`src/rtl/exc_ctrl_if.sv`:
```
// exc_ctrl_if -- exception controller <-> cp0 bus.
//
// Carries the cp0-side traffic of the exception controller:
//   master (exc_ctrl): drives cause_ip, exc_code, exc_epc, exc_badvaddr;
//                      receives exc_jmp_flag, int_timer_req, status.
//   slave  (cp0)     : the mirror image.
// The cp0 definitions (EXC_CODE_WIDTH, INT_MASK_WIDTH, EC_* codes) are
// provided here behind an include guard so every file of the bundle sees
// one consistent set.

`ifndef CP0_DEF_VH
`define CP0_DEF_VH
`define EXC_CODE_WIDTH 5
`define INT_MASK_WIDTH 8
`define EC_INT  5'h00
`define EC_TLBL 5'h02
`define EC_TLBS 5'h03
`define EC_ADEL 5'h04
`define EC_ADES 5'h05
`define EC_SYS  5'h08
`define EC_BP   5'h09
`define EC_RI   5'h0a
`define EC_OV   5'h0c
`define EC_ERET 5'h1e
`define EC_NONE 5'h1f
`endif

interface exc_ctrl_if;
  logic [`INT_MASK_WIDTH-1:0] cause_ip;
  logic [`EXC_CODE_WIDTH-1:0] exc_code;
  logic [31:0]                exc_epc;
  logic [31:0]                exc_badvaddr;
  logic                       exc_jmp_flag;
  logic                       int_timer_req;
  logic [31:0]                status;

  modport master (
    output cause_ip, exc_code, exc_epc, exc_badvaddr,
    input  exc_jmp_flag, int_timer_req, status
  );

  modport slave (
    input  cause_ip, exc_code, exc_epc, exc_badvaddr,
    output exc_jmp_flag, int_timer_req, status
  );
endinterface

```
`src/rtl/exc_ctrl.sv`:
```
// exc_ctrl -- exception/interrupt controller in front of cp0.
//
// Collects the MEM-stage exception/ERET request plus the interrupt lines,
// masks interrupts against Status, picks at most one event, hands it to cp0
// for exactly one cycle and keeps the pipeline flushed until cp0 redirects
// (exc_jmp_flag) or three WAIT cycles elapse (sticky exc_timeout).
//
// Ports:
//   clk, rst            clock; asynchronous active-low reset
//   hw_int[4:0]         raw asynchronous external interrupt levels
//   mem_valid           MEM stage holds a real instruction
//   mem_exc_code        MEM exception code (EC_NONE / EC_ERET / fault)
//   mem_pc              PC of the MEM instruction
//   mem_in_delay_slot   MEM instruction sits in a delay slot
//   mem_badvaddr        faulting address for address/TLB faults
//   cp0                 exc_ctrl_if.master (cause_ip, exc_code, exc_epc,
//                       exc_badvaddr out; exc_jmp_flag, int_timer_req,
//                       status in)
//   flush               kill IF..MEM and block writeback
//   exc_timeout         sticky: cp0 never acknowledged an event
//
// Build option: define EXC_CTRL_HWINT_SYNC_EN to pass each hw_int bit
// through a 2-flop synchronizer; otherwise a single register stage is used.

module exc_ctrl (
  input  logic                       clk,
  input  logic                       rst,
  input  logic [4:0]                 hw_int,
  input  logic                       mem_valid,
  input  logic [`EXC_CODE_WIDTH-1:0] mem_exc_code,
  input  logic [31:0]                mem_pc,
  input  logic                       mem_in_delay_slot,
  input  logic [31:0]                mem_badvaddr,
  exc_ctrl_if.master                 cp0,
  output logic                       flush,
  output logic                       exc_timeout
);

  typedef enum logic [1:0] {S_IDLE, S_ISSUE, S_WAIT} state_t;

  state_t                     state_q, state_d;
  logic [1:0]                 wait_cnt_q, wait_cnt_d;
  logic                       timeout_q, timeout_d;
  logic [`EXC_CODE_WIDTH-1:0] exc_code_q;
  logic [31:0]                exc_epc_q, exc_badvaddr_q;

  logic [4:0] hw_int_p0;
  logic [4:0] hw_sync;
  logic       timer_p0;

  // Interrupt input stage(s)
`ifdef EXC_CTRL_HWINT_SYNC_EN
  logic [4:0] hw_int_p1;
  always_ff @(posedge clk or negedge rst) begin
    if (!rst) begin
      hw_int_p0 <= '0;
      hw_int_p1 <= '0;
    end else begin
      hw_int_p0 <= hw_int;
      hw_int_p1 <= hw_int_p0;
    end
  end
  assign hw_sync = hw_int_p1;
`else
  always_ff @(posedge clk or negedge rst) begin
    if (!rst) hw_int_p0 <= '0;
    else      hw_int_p0 <= hw_int;
  end
  assign hw_sync = hw_int_p0;
`endif

  always_ff @(posedge clk or negedge rst) begin
    if (!rst) timer_p0 <= 1'b0;
    else      timer_p0 <= cp0.int_timer_req;
  end

  assign cp0.cause_ip = {timer_p0, hw_sync, 2'b00};

  // Event selection (IDLE only)
  logic                       int_pend, sync_exc, is_eret, capture;
  logic [`EXC_CODE_WIDTH-1:0] sel_code;
  logic [31:0]                sel_epc, sel_badvaddr, pc_epc;

  assign int_pend = cp0.status[0] & ~cp0.status[1] &
                    (|(cp0.cause_ip[7:2] & cp0.status[15:10]));
  assign sync_exc = (mem_exc_code != `EC_NONE) && (mem_exc_code != `EC_ERET);
  assign is_eret  = (mem_exc_code == `EC_ERET);
  assign capture  = (state_q == S_IDLE) && mem_valid && (int_pend || sync_exc || is_eret);
  assign pc_epc   = mem_in_delay_slot ? (mem_pc - 32'd4) : mem_pc;

  always_comb begin
    sel_code     = `EC_ERET;
    sel_epc      = 32'd0;
    sel_badvaddr = 32'd0;
    if (int_pend) begin
      sel_code = `EC_INT;
      sel_epc  = pc_epc;
    end else if (sync_exc) begin
      sel_code     = mem_exc_code;
      sel_epc      = pc_epc;
      sel_badvaddr = mem_badvaddr;
    end
  end

  // Next-state logic
  always_comb begin
    state_d    = state_q;
    wait_cnt_d = wait_cnt_q;
    timeout_d  = timeout_q;
    case (state_q)
      S_IDLE: begin
        if (capture) state_d = S_ISSUE;
      end
      S_ISSUE: begin
        state_d    = S_WAIT;
        wait_cnt_d = 2'd0;
      end
      S_WAIT: begin
        if (cp0.exc_jmp_flag) begin
          state_d = S_IDLE;
        end else if (wait_cnt_q == 2'd2) begin
          // third unanswered WAIT cycle: give up and flag it
          state_d    = S_IDLE;
          wait_cnt_d = 2'd3;
          timeout_d  = 1'b1;
        end else begin
          wait_cnt_d = wait_cnt_q + 2'd1;
        end
      end
      default: state_d = S_IDLE;
    endcase
  end

  // State and cp0 output registers
  always_ff @(posedge clk or negedge rst) begin
    if (!rst) begin
      state_q        <= S_IDLE;
      wait_cnt_q     <= 2'd0;
      timeout_q      <= 1'b0;
      exc_code_q     <= `EC_NONE;
      exc_epc_q      <= 32'd0;
      exc_badvaddr_q <= 32'd0;
    end else begin
      state_q    <= state_d;
      wait_cnt_q <= wait_cnt_d;
      timeout_q  <= timeout_d;
      exc_code_q <= capture ? sel_code : `EC_NONE;
      if (capture) begin
        exc_epc_q      <= sel_epc;
        exc_badvaddr_q <= sel_badvaddr;
      end
    end
  end

  assign cp0.exc_code     = exc_code_q;
  assign cp0.exc_epc      = exc_epc_q;
  assign cp0.exc_badvaddr = exc_badvaddr_q;
  assign exc_timeout      = timeout_q;

  // Gated by rst so flush falls the moment reset asserts, even if the MEM
  // inputs would still qualify a capture.
  assign flush = rst & ((state_q != S_IDLE) | capture);

  logic unused_status;
  assign unused_status = ^{cp0.status[31:16], cp0.status[9:2]};

endmodule
```
`src/flat_wrapper.sv`:
```
// flat-port wrapper written by rule: the top's interface ports become plain ports
module exc_ctrl_flat 
  (clk, rst, hw_int, mem_valid, mem_exc_code, mem_pc, mem_in_delay_slot, mem_badvaddr, flush, exc_timeout, cp0_cause_ip, cp0_exc_code, cp0_exc_epc, cp0_exc_badvaddr, cp0_exc_jmp_flag, cp0_int_timer_req, cp0_status);
  exc_ctrl_if cp0_i ();
  input  logic clk;
  input  logic rst;
  input  logic [4:0] hw_int;
  input  logic mem_valid;
  input  logic [`EXC_CODE_WIDTH-1:0] mem_exc_code;
  input  logic [31:0] mem_pc;
  input  logic mem_in_delay_slot;
  input  logic [31:0] mem_badvaddr;
  output logic flush;
  output logic exc_timeout;
  output wire logic [$bits(cp0_i.cause_ip)-1:0] cp0_cause_ip;
  output wire logic [$bits(cp0_i.exc_code)-1:0] cp0_exc_code;
  output wire logic [$bits(cp0_i.exc_epc)-1:0] cp0_exc_epc;
  output wire logic [$bits(cp0_i.exc_badvaddr)-1:0] cp0_exc_badvaddr;
  input wire logic [$bits(cp0_i.exc_jmp_flag)-1:0] cp0_exc_jmp_flag;
  input wire logic [$bits(cp0_i.int_timer_req)-1:0] cp0_int_timer_req;
  input wire logic [$bits(cp0_i.status)-1:0] cp0_status;
  assign cp0_cause_ip = cp0_i.cause_ip;
  assign cp0_exc_code = cp0_i.exc_code;
  assign cp0_exc_epc = cp0_i.exc_epc;
  assign cp0_exc_badvaddr = cp0_i.exc_badvaddr;
  assign cp0_i.exc_jmp_flag = cp0_exc_jmp_flag;
  assign cp0_i.int_timer_req = cp0_int_timer_req;
  assign cp0_i.status = cp0_status;
  exc_ctrl u_core (.clk(clk), .rst(rst), .hw_int(hw_int), .mem_valid(mem_valid), .mem_exc_code(mem_exc_code), .mem_pc(mem_pc), .mem_in_delay_slot(mem_in_delay_slot), .mem_badvaddr(mem_badvaddr), .cp0(cp0_i), .flush(flush), .exc_timeout(exc_timeout));
endmodule
```
`config.mk`:
```
export PLATFORM = sky130hd
export DESIGN_NAME = exc_ctrl_flat
export DESIGN_NICKNAME = d
export VERILOG_FILES = /design/src/rtl/exc_ctrl_if.sv /design/src/rtl/exc_ctrl.sv /design/src/flat_wrapper.sv
export SDC_FILE = /design/constraint.sdc
export NUM_CORES = 1
export LEC_CHECK = 0
export ABC_AREA = 1
export BUFFER_PORTS_ARGS = -buffer_cell sky130_fd_sc_hd__clkbuf_2
export CORE_MARGIN = 5
export CORE_UTILIZATION = 47
export DETAILED_ROUTE_END_ITERATION = 16
export GPL_ROUTABILITY_DRIVEN = 0
export PLACE_DENSITY_LB_ADDON = 0.1
export SETUP_SLACK_MARGIN = 0.1
export SYNTH_ARGS = -nofsm -noshare
export SYNTH_HDL_FRONTEND = slang
export SYNTH_SLANG_ARGS = --single-unit
```
`constraint.sdc`:
```
create_clock -name clk -period 2.05 [get_ports clk]
set_clock_uncertainty 0.15 [all_clocks]
set_input_delay 0.3075 -clock clk [delete_from_list [all_inputs] [get_ports clk]]
set_output_delay 0.3075 -clock clk [all_outputs]
set_load 0.005 [all_outputs]
```
Yosys cells after proc, flatten, opt, wreduce, memory -nomap -nowiden
Index checks and enable logic that the tools add are counted.

Word-level logic and storage cells: 53. Bits in read-only memories: 0. Bits in latches: 0. Bits of input ports: 112. Memory bits (writable): 0. Bits in registers: 80. Memories: 0.

Shift operators: 0. Multipliers: 0. Add/sub/neg operators: 2. Reductions and logical operators: 12. Div/mod/pow operators: 0. Bitwise logic cells: 7. Equal/unequal tests: 9. Mux-type cells: 15. $lt $le $gt $ge: 0.

Operators by type and width (count): 32-bit two-way mux (5); 32-bit by 3-bit subtractor with 32-bit output, second input constant (1); 5-bit two-way mux (3); 2-bit two-way mux (5); 5-bit inequality test, second input constant (2); 6-bit AND (1); 2-bit case mux with 3 select lines (1); 6-bit OR reduction (1); 5-bit equality test, second input constant (1); 2-bit equality test, second input constant (2); 2-bit case mux with 2 select lines (1); 2-bit AND reduction (2); 2-bit nonzero test (2); 1-bit AND (3); 1-bit logical AND (3); 3-bit by 2-bit inequality test with 1-bit output, second input constant (1); 3-bit AND reduction (1); 2-bit by 1-bit adder with 2-bit output, second input constant (1); 2-bit by 1-bit equality test with 1-bit output, second input constant (1); 2-bit logical NOT (1); 1-bit logical OR (2); 2-bit by 1-bit inequality test with 1-bit output, second input constant (1); 2-bit inequality test, second input constant (1); 1-bit inverter (2); 1-bit OR (1).

Logic depth before layout (Yosys ltp)
Gate-level depths: netlist of run 1.

Depth in word-level cells: 8. Depth in mapped cells: 11. Gate-level depth less buffers: 11.

Least setup slack after synthesis of run 1
OpenSTA, ideal clock, no wires.

Kind: register -> output. Start: register u_core.hw_int_p0[2]. End: output port flush. Required time: 1.592 ns. Path slack: 0.465 ns. Arrival: 1.127 ns. Cell stages (with the launch flop): 10. Path buffers: 1. Cells stage by stage: dfrtp_1 -> nand2_1 -> nand2_1 -> nor2_1 -> nand3_1 -> nand2_1 -> nand3_1 -> nand2_2 -> buf_6 -> a21boi_0.

Longest elaborated chain between the ends: 8.

RTL lines: start, declared (RTL line exc_ctrl.sv:47) `logic [4:0] hw_int_p0;`; start signal, assigned (RTL line exc_ctrl.sv:67) `else hw_int_p0 <= hw_int;`; 6-bit AND (RTL line exc_ctrl.sv:85) `(|(cp0.cause_ip[7:2] & cp0.status[15:10]));`; 6-bit OR reduction (RTL line exc_ctrl.sv:85); 1-bit AND (RTL line exc_ctrl.sv:84) `assign int_pend = cp0.status[0] & ~cp0.status[1] &`; 1-bit logical OR (2 in a row) (RTL line exc_ctrl.sv:88) `assign capture = (state_q == S_IDLE) && mem_valid && (int_pend || sync_exc || is_eret);`; 1-bit logical AND (RTL line exc_ctrl.sv:88); 1-bit OR (RTL line exc_ctrl.sv:162) `assign flush = rst & ((state_q != S_IDLE) | capture);`; 1-bit AND (RTL line exc_ctrl.sv:162); end, declared (RTL line flat_wrapper.sv:13) `output logic flush;`.

No other way between the ends.

Final worst setup path of run 1
Same ends and word-level chain as after synthesis.

==> flow_summary.toml, run 1 <==
[run_status]
status = "complete, no violations"

[sta]
max_freq_ghz = 0.518
slew_viol_final = 0
finalCritPeriodShare_pct = 94.2
fin_setup_tns_ns = 0
timing.final.ws_setup_ns = 0.120
setup_viol = 0
finalHoldViolations = 0
fin_crit_ns = 1.93
grt_setup_unrepaired = "yes"

[yosys]
netlist_area_um2 = 4040
synth_cells = 496
ys_seq_area_share_pct = 49.7
ys_ff_latch = 80
ys_warn_count = 0
synth_cell_types = 34
avgSynthCellArea_um2 = 8.15

[worst_setup_path]
rr_worst_depth = 10
cp_data_arrival_time_ns = 1.47
critPathKind = "flip-flop to primary output"
cp_cell_sequence = "nand2_1 -> nand2_1 -> nor2_1 -> nand3_1 -> nand2_2 -> nand3_2 -> nand2_2 -> a21boi_1 -> clkbuf_2"
worstSetupStartpointType = "flip-flop"
endpoint_kind = "primary output"
path_depth = 9
worst-path-buf-inv = 1
r2r_slack_ns = 0.20
crit_slowest_cell = "dfrtp_1"
critPathTopFamily = "simple AND/OR/NAND/NOR gates"
worst-path-max-fanout = 3
reg2reg_from = "u_core.hw_int_p0[2]$_DFF_PN0_"
required_ns = 1.59
cp_slowest_stage_delay_ns = 0.39
critPathLaunch = "u_core.hw_int_p0[2]$_DFF_PN0_"

[floorplanning]
fp-row-count = 33
io_pins = 191
initial_utilization_pct = 48.7
core_um2 = 8300
die_w_um = 103
die_area_um2 = 10600
die_h_um = 103

[place]
portBuffers = 164
post-dp-hpwl_um = 8170
place_ws_ns = 0.0913

[drt]
drt_pass1_iterations = 5
dr_total_vias = 3911
wl_per_cell_um = 14.2
wirelength_um = 11100
drt_iter0_drc = 152
viasPerCell = 4.99
antenna_left = 0
drc = 0

[min_path]
worstHoldStart = "mem_pc[1]"
hold_depth = 3
hp-class = "input pin to flip-flop"

[layout]
nets = 787
synthToLayoutAreaGrowth_pct = 32.3
n_antenna_cell = 0
drive_gt1_share_pct = 32.0

[clock_network]
cts.sinks = 80
cts_tree = "built"
cts.htree.levels = 3
cts_buffer_depth = 2
path_clk_slew_ns = 0.08
clockRootBuffer = "clkbuf_8"
insertion_delay_ns = 0.35
cts_inserted_buffers = 9

[grt]
grt_pass1_wl_um = 17900
grt_max_degree = 81
grt.total_usage_pct = 21.2
grt_pass1_vias = 3808
antenna_found_initial = 0
globalRouteOverflowTotal = 0

[pwr]
vdd_drop_max_mv = 0.472
powerDensity_nw_per_um2 = 1120
power_uw = 5970
power.leakage_uw = 0.00281

[run]
drv_cap = 0
## what timing repair did
item                                    CTS  global route
hold endpoints to repair                 85             0
buffers inserted                          2             2
gates resized for setup                   1             7
gates cloned                              0             2
hold buffers                             11             0
pin swaps                                 7             5
endpoints found under the setup margin    1            40
## synthesized netlist by cell type, drive strengths merged
cell type,instances,share of area [%]
nor3,1,0.12
ha,2,0.62
a21o,1,0.19
clkinv,1,0.093
xnor2,4,0.87
a21boi,1,0.19
buf,16,2.7
dfrtp,75,46
or2,2,0.31
nor4,2,0.31
nand4,7,1.5
o21bai,2,0.37
xor2,9,2.0
nand3,64,9.1
nand2,159,15
nand3b,3,0.56
o21ai,50,6.2
conb,1,0.093
clkbuf,7,0.68
and2,1,0.15
dfstp,5,3.3
inv,32,3.0
nor2,49,6.3
o22ai,2,0.31
## cells by family after synthesis
logic type	after synthesis	share of synthesized area (%)
adders and majority gates	2	0.619
buffers and inverters	56	6.44
DFF	80	49.7
xor gates and xnor gates	13	2.82
and+or+nand+nor	288	33.1
AOI/OAI and AO/OA	56	7.24
other	1	0.0928
## sequential cells by signal (all words and copies together), names as in the netlist
| register | flops |
|---|---|
| u_core.cp0.exc_badvaddr | 32 |
| u_core.cp0.exc_epc | 32 |
| u_core.cp0.exc_code | 5 |
| u_core.hw_int_p0 | 5 |
| u_core.state_q | 2 |
| u_core.wait_cnt_q | 2 |
| u_core.exc_timeout | 1 |
| u_core.timer_p0 | 1 |
## power by group
group / switching, uW / internal (uW)
logic: 1140 / 918
registers: 367 / 2260
clock network: 572 / 718
total: 2070 / 3900
## tightest hold or removal path, delay by kind of cell
family	cells	cell delay (ns)
AND/OR/NAND/NOR	2	0.09
buffers and inverters	1	0.08
## stage by stage
stage	cell area, um^2	utilization, %	instances	hold slack, ns
2_1_floorplan	4050	-	497	-0.138
3_3_place_gp	4950	59.7	750	0.230
3_5_place_dp	4950	59.7	750	0.233
4_1_cts	5300	63.9	779	0.000870
5_1_grt	5350	64.4	783	0.0139
6_report	5350	64.4	783	0.00880
## per-layer routing
layer  track usage, %  vias to the layer above  wire length, um
met1             29.4                     1788             4860
li1                 -                     1956                -
met5                0                        -                0
met2             34.2                      151             5140
met3             3.25                       16              881
met4             7.07                        0              216
## path summary, 6_finish.rpt
kind	to
setup / recovery	flush
hold / removal	u_core.cp0.exc_epc[1]$_DFFE_PN0P_
setup reg to reg	u_core.cp0.exc_epc[28]$_DFFE_PN0P_
hold reg to reg	u_core.exc_timeout$_DFFE_PN0P_
max in group asynchronous	u_core.cp0.exc_badvaddr[18]$_DFFE_PN0P_
min in group asynchronous	u_core.hw_int_p0[0]$_DFF_PN0_
## cell type report
type,instances,area [um^2]
multi-input combinational,361,1790
timing repair inverter,2,15.0
sequential,80,2010
fill,750,2950
inverter,33,128
timing repair buffer,186,1060
tap,105,131
clock inverter,5,80.1
clock buffer,11,141
## layout by cell type (no fill, tap or decap), types with 6 or more instances in the layout
master / instances
clkbuf_2: 163
nand2_1: 156
dfrtp_1: 75
nand3_1: 58
o21ai_0: 50
nor2_1: 41
inv_1: 30
dlygate4sd3_1: 11
clkbuf_8: 10
xor2_1: 9
buf_4: 8
nor2_4: 7
nand4_1: 6
Note: power is estimated with default switching activity, not from simulation.
==> run 2: changes to the inputs <==
Settings changed: BUFFER_PORTS_ARGS -buffer_cell sky130_fd_sc_hd__clkbuf_2 to -buffer_cell sky130_fd_sc_hd__buf_4, CTS_CLUSTER_SIZE set to 12, SLEW_MARGIN set to 20.
==> run 2 against run 1 <==
Register-to-register slack hardly changed. Cell count fell by 0.51%. Global-route usage about the same. Highest routed layer unchanged. Sequential cell count is the same. Clock power about the same. Die area unchanged. Wire length is 1.3% higher. Core utilization grew 4.4 points. Sequential share of layout area down 2.4 points.
==> flow_summary.toml, run 2 (synthesis gave the netlist of run 1 again) <==
[run_status]
status = "complete, no violations"

[floorplanning]
fp-row-count = 33
io_pins = 191
die_w_um = 103
initial_utilization_pct = 48.7
die_area_um2 = 10600
core_um2 = 8300
die_h_um = 103

[sta]
slew_viol_final = 0
finalCritPeriodShare_pct = 92.8
fin_setup_tns_ns = 0
grt_setup_unrepaired = "yes"
finalHoldViolations = 0
timing.hold.ws_ns = 0.0232
setup_viol = 0
max_freq_ghz = 0.525
fin_crit_ns = 1.90

[clock_network]
path_clk_slew_ns = 0.08
cts.sinks = 80
cts_tree = "built"
cts_inserted_buffers = 9
cts.htree.levels = 3
cts_buffer_depth = 2
insertion_delay_ns = 0.34
clockRootBuffer = "clkbuf_8"

[pwr]
internal_power_uw = 4270
combPwrFrac_pct = 38.5
swShare_pct = 32.9
p_switching_uw = 2090
vdd_drop_max_mv = 0.499
power_frac_clock_pct = 20.2
powerDensity_nw_per_um2 = 1110
p_seq_share_pct = 41.3
power.leakage_uw = 0.00290

[worst_setup_path]
required_ns = 1.59
cp_slowest_stage_delay_ns = 0.39
crit_slowest_cell = "dfrtp_1"
endpoint_kind = "primary output"
worst-path-buf-inv = 1
path_depth = 9
critPathTopFamily = "simple AND/OR/NAND/NOR gates"
critPathLaunch = "u_core.hw_int_p0[3]$_DFF_PN0_"
worstSetupStartpointType = "flip-flop"
rr_worst_depth = 10
cp_cell_sequence = "nand2_1 -> nand2_1 -> nor2_1 -> nand3_1 -> nand2_2 -> nand3_2 -> nand2_2 -> a21boi_1 -> buf_4"
reg2reg_from = "u_core.hw_int_p0[3]$_DFF_PN0_"
r2r_slack_ns = 0.19
r2r_end = "u_core.cp0.exc_epc[28]$_DFFE_PN0P_"
worst-path-max-fanout = 3
endpoint = "flush"
critPathKind = "flip-flop to primary output"
cp_data_arrival_time_ns = 1.45

[drt]
wirelength_um = 11200
drc = 0
drt_iter0_drc = 114
dr_total_vias = 3903
viasPerCell = 5.01
drt_pass1_iterations = 4
antenna_left = 0
wl_per_cell_um = 14.4

[min_path]
hp-class = "input pin to flip-flop"

[grt]
antenna_found_initial = 0
grt_pass1_vias = 3752
grt.total_usage_pct = 21.1
globalRouteOverflowTotal = 0
grt_max_degree = 81
grt_pass1_wl_um = 17700

[layout]
synthToLayoutAreaGrowth_pct = 41.3
final_common_cell = "buf_4"
n_antenna_cell = 0
drive_gt1_share_pct = 32.2
nets = 783
fin_util_pct = 68.8
fin_cells = 779
final_cell_mix = "buf_4, nand2_1, dfrtp_1, nand3_1, o21ai_0"

[place]
place_inst = 750
portBuffers = 164
post-dp-hpwl_um = 8290

[run]
drv_cap = 0
run 2: cell types whose count changed in the layout (fill, tap and decap cells not counted), sizes merged:
cell / change
clkinvlp: +1
dlygate4sd3: -4
buf: +162
clkbuf: -163
run 2: through the flow:
stage,setup slack [ns],area (um^2),power [uW]
final,0.147,5710,6360
after detailed placement,0.0995,5360,5070
after global placement,0.155,5360,4980
after CTS,0.104,5670,6380
after floorplan,0.465,4050,3560
after global routing,0.0263,5710,6810
run 2: what timing repair did:
item / CTS / global route
resized for setup: 1 / 7
endpoints found under the hold margin: 81 / 0
pin swaps: 1 / 5
hold buffers: 7 / 0
gates cloned: 0 / 3
setup endpoints to repair: 1 / 16
buffers inserted: 2 / 1
run 2: cell type report:
type                            instances  area, um^2
Tap cell                              105         131
Timing Repair inverter                  3        22.5
Sequential cell                        80        2010
Clock buffer                           11         141
Multi-Input combinational cell        361        1790
Timing Repair Buffer                  181        1410
Inverter                               33         128
Clock inverter                          5        80.1
Fill cell                             679        2590
run 2: worst min path at each step:
stage | start | end | slack [ns] | depth (start not counted)
floorplan | rst | u_core.cp0.exc_badvaddr[0]$_DFFE_PN0P_ | -0.14 | 0
global placement | rst | u_core.cp0.exc_badvaddr[24]$_DFFE_PN0P_ | 0.24 | 2
detailed placement | rst | u_core.cp0.exc_badvaddr[23]$_DFFE_PN0P_ | 0.24 | 2
CTS | mem_pc[0] | u_core.cp0.exc_epc[0]$_DFFE_PN0P_ | 0.009 | 3
global route | mem_pc[0] | u_core.cp0.exc_epc[0]$_DFFE_PN0P_ | 0.02 | 3
finish | mem_pc[1] | u_core.cp0.exc_epc[1]$_DFFE_PN0P_ | 0.02 | 3
run 2: power groups by stage:
stage                     clock network, uW  logic (uW)  registers (uW)
after floorplan                           0         880            2680
after global placement                    0        2360            2620
after detailed placement                  0        2420            2650
after CTS                              1310        2450            2620
after global routing                   1370        2740            2700
final                                  1280        2450            2620
run 2: worst min-delay path: cells and delay by family:
| kind | cells | cell delay (ns) |
|---|---|---|
| and+or+nand+nor | 2 | 0.09 |
| buffers and inverters | 1 | 0.08 |
run 2: routing by layer:
| layer | up-vias | wire length [um] | GRT usage [%] |
|---|---|---|---|
| met5 | - | 0 | 0 |
| met4 | 0 | 227 | 6.87 |
| met3 | 16 | 918 | 2.77 |
| met2 | 146 | 5390 | 35.6 |
| met1 | 1798 | 4700 | 28.5 |
| li1 | 1943 | - | - |
==> run 3: changes to the inputs <==
Settings changed: ABC_AREA 1 to not set, CORE_UTILIZATION 47 to 45.
==> run 3 against run 2 <==
The run now ends with setup timing left. Sequential power is 3% higher. Via count decreased by 16%. Cell count shrank 14%. Highest routed layer unchanged.
==> flow_summary.toml, run 3 <==
[place]
place_inst = 642
place_ws_ns = 0.136
portBuffers = 164
placed_cell_area_um2 = 5100
post-dp-hpwl_um = 7240

[clock_network]
cts.htree.levels = 3
insertion_delay_ns = 0.34
cts_inserted_buffers = 9
clockRootBuffer = "clkbuf_8"
cts.sinks = 80
cts_tree = "built"
cts_buffer_depth = 2
path_clk_slew_ns = 0.09

[sta]
max_freq_ghz = 0.462
timing.final.ws_setup_ns = -0.116
finalCritPeriodShare_pct = 106
fin_setup_tns_ns = -0.116
finalHoldViolations = 0
slew_viol_final = 0
fin_crit_ns = 2.17
timing.hold.ws_ns = 0.0142
grt_setup_unrepaired = "yes"
setup_viol = 1

[layout]
final_cell_mix = "buf_4, nand2_1, dfrtp_1, o21ai_0, xnor2_1"
drive_gt1_share_pct = 39.3
synthToLayoutAreaGrowth_pct = 49.8
fin_cells = 672
stdcell_area_um2 = 5510
final_common_cell = "buf_4"
n_antenna_cell = 0
nets = 676
fillers = 684

[yosys]
ys_seq_area_share_pct = 54.6
synth_most_common_cell = "nand2_1"
netlist_area_um2 = 3680
avgSynthCellArea_um2 = 9.61
ys_ff_latch = 80
synth_cells = 383
async_flop_share_pct = 100
synth.top_cell.area_share_pct = 51.0
yosys.area.top_type = "dfrtp_1"
synth_common_cells = "nand2_1, dfrtp_1, o21ai_0"
synth_cell_types = 40
synthFlopType = "dfrtp_1"
ys_warn_count = 0
synth_edf_count = 0
synth_area_leaders = "dfrtp_1, nand2_1, o21ai_0"

[drt]
antenna_left = 0
wl_per_cell_um = 15.3
drt_iter0_drc = 117
dr_total_vias = 3286
wirelength_um = 10300
drt_pass1_iterations = 4
viasPerCell = 4.89
drc = 0

[pwr]
p_seq_share_pct = 41.7
internal_power_uw = 4320
power.leakage_uw = 0.00264
powerDensity_nw_per_um2 = 1170
vdd_drop_max_mv = 0.499
power_frac_clock_pct = 17.9
swShare_pct = 33.0
p_switching_uw = 2130
combPwrFrac_pct = 40.4

[min_path]
hp-class = "input pin to flip-flop"

[worst_setup_path]
rr_worst_depth = 8
r2r_slack_ns = 0.13
worst-path-max-fanout = 2
required_ns = 1.59
worstSetupStartpointType = "flip-flop"
cp_data_arrival_time_ns = 1.71
r2r_end = "u_core.cp0.exc_badvaddr[24]$_DFFE_PN0P_"
reg2reg_from = "u_core.hw_int_p0[4]$_DFF_PN0_"
critPathLaunch = "u_core.timer_p0$_DFF_PN0_"
endpoint_kind = "primary output"
endpoint = "flush"
critPathKind = "flip-flop to primary output"

[grt]
globalRouteOverflowTotal = 0
grt_pass1_vias = 3210
antenna_found_initial = 0
grt_max_degree = 81
grt.total_usage_pct = 19.2
grt_pass1_wl_um = 15500

[floorplanning]
core_um2 = 8090
io_pins = 191
initial_utilization_pct = 45.5
die_h_um = 100
fp-row-count = 33
die_w_um = 100
die_area_um2 = 10100

[run_status]
status = "finished with violations"
violations = "setup timing"

[run]
drv_cap = 0
run 3: cell types whose count changed in the layout (fill, tap and decap cells not counted), moves of 7 or more:
cell	change
inv_1	-23
nand2_1	-44
nand3_1	-57
nor2_1	-28
nor2_4	-7
o21ai_1	+19
xnor2_1	+19
run 3: area by class of cell:
type | instances | area, um^2 | area share (%)
multi-input cells | 275 | 1590 | 28.8
flip-flops and latches | 80 | 2010 | 36.4
well taps | 105 | 131 | 2.38
clock buffers | 10 | 128 | 2.32
clock inverters | 6 | 70.1 | 1.27
inverters | 7 | 26.3 | 0.477
repair buffers | 189 | 1560 | 28.3
run 3: timing repair:
item / CTS / global route
cloned: 0 / 3
pin swaps: 2 / 4
gates resized for setup: 0 / 19
endpoints found under the hold margin: 81 / 0
hold buffers: 7 / 0
setup endpoints to repair: 1 / 35
buffers inserted: 2 / 2
run 3: cells by family after synthesis:
logic type	count (synthesis)	synth area share, %
other cells	1	0.102
xor+xnor	29	6.90
buf+inv	29	3.43
compound gates	78	11.8
flops	80	54.6
fa+ha+maj	2	0.680
simple gates	164	22.5
run 3: how the worst min path moves through the flow:
stage,start,endpoint,slack [ns],cells after the start
final,mem_exc_code[3],u_core.cp0.exc_code[3]$_DFF_PN1_,0.01,3
after global routing,mem_exc_code[3],u_core.cp0.exc_code[3]$_DFF_PN1_,0.009,3
after CTS,mem_exc_code[3],u_core.cp0.exc_code[3]$_DFF_PN1_,0.006,3
after detailed placement,rst,u_core.timer_p0$_DFF_PN0_,0.25,2
after global placement,rst,u_core.timer_p0$_DFF_PN0_,0.24,2
after floorplan,rst,u_core.cp0.exc_badvaddr[0]$_DFFE_PN0P_,-0.14,0
run 3: metrics by stage:
step	util (%)	power, uW
after floorplan	-	3600
after CTS	66.6	6400
after global placement	63.1	5130
after detailed placement	63.1	5220
final	68.1	6450
after global routing	68.1	6920
run 3: critical path, cell delays in order (launching register included):
cell,delay (ns)
dfrtp_1,0.37
a22oi_2,0.08
a311o_1,0.39
a31o_4,0.24
a21boi_2,0.16
buf_4,0.13
run 3: power by group through the flow:
stage	clock network, uW	registers, uW	logic, uW
3_5_place_dp	0	2720	2500
4_1_cts	1180	2690	2530
6_report	1150	2690	2600
5_1_grt	1260	2790	2870
3_3_place_gp	0	2680	2440
2_1_floorplan	0	2740	854
run 3: routing by layer:
metal  global-route usage (%)  vias to the layer above  wire, um
met5                        0                        -         0
met4                     4.97                        0       101
met3                     4.73                       10       673
met2                     33.4                       93      5320
met1                     24.0                     1539      4180
li1                         -                     1644         -
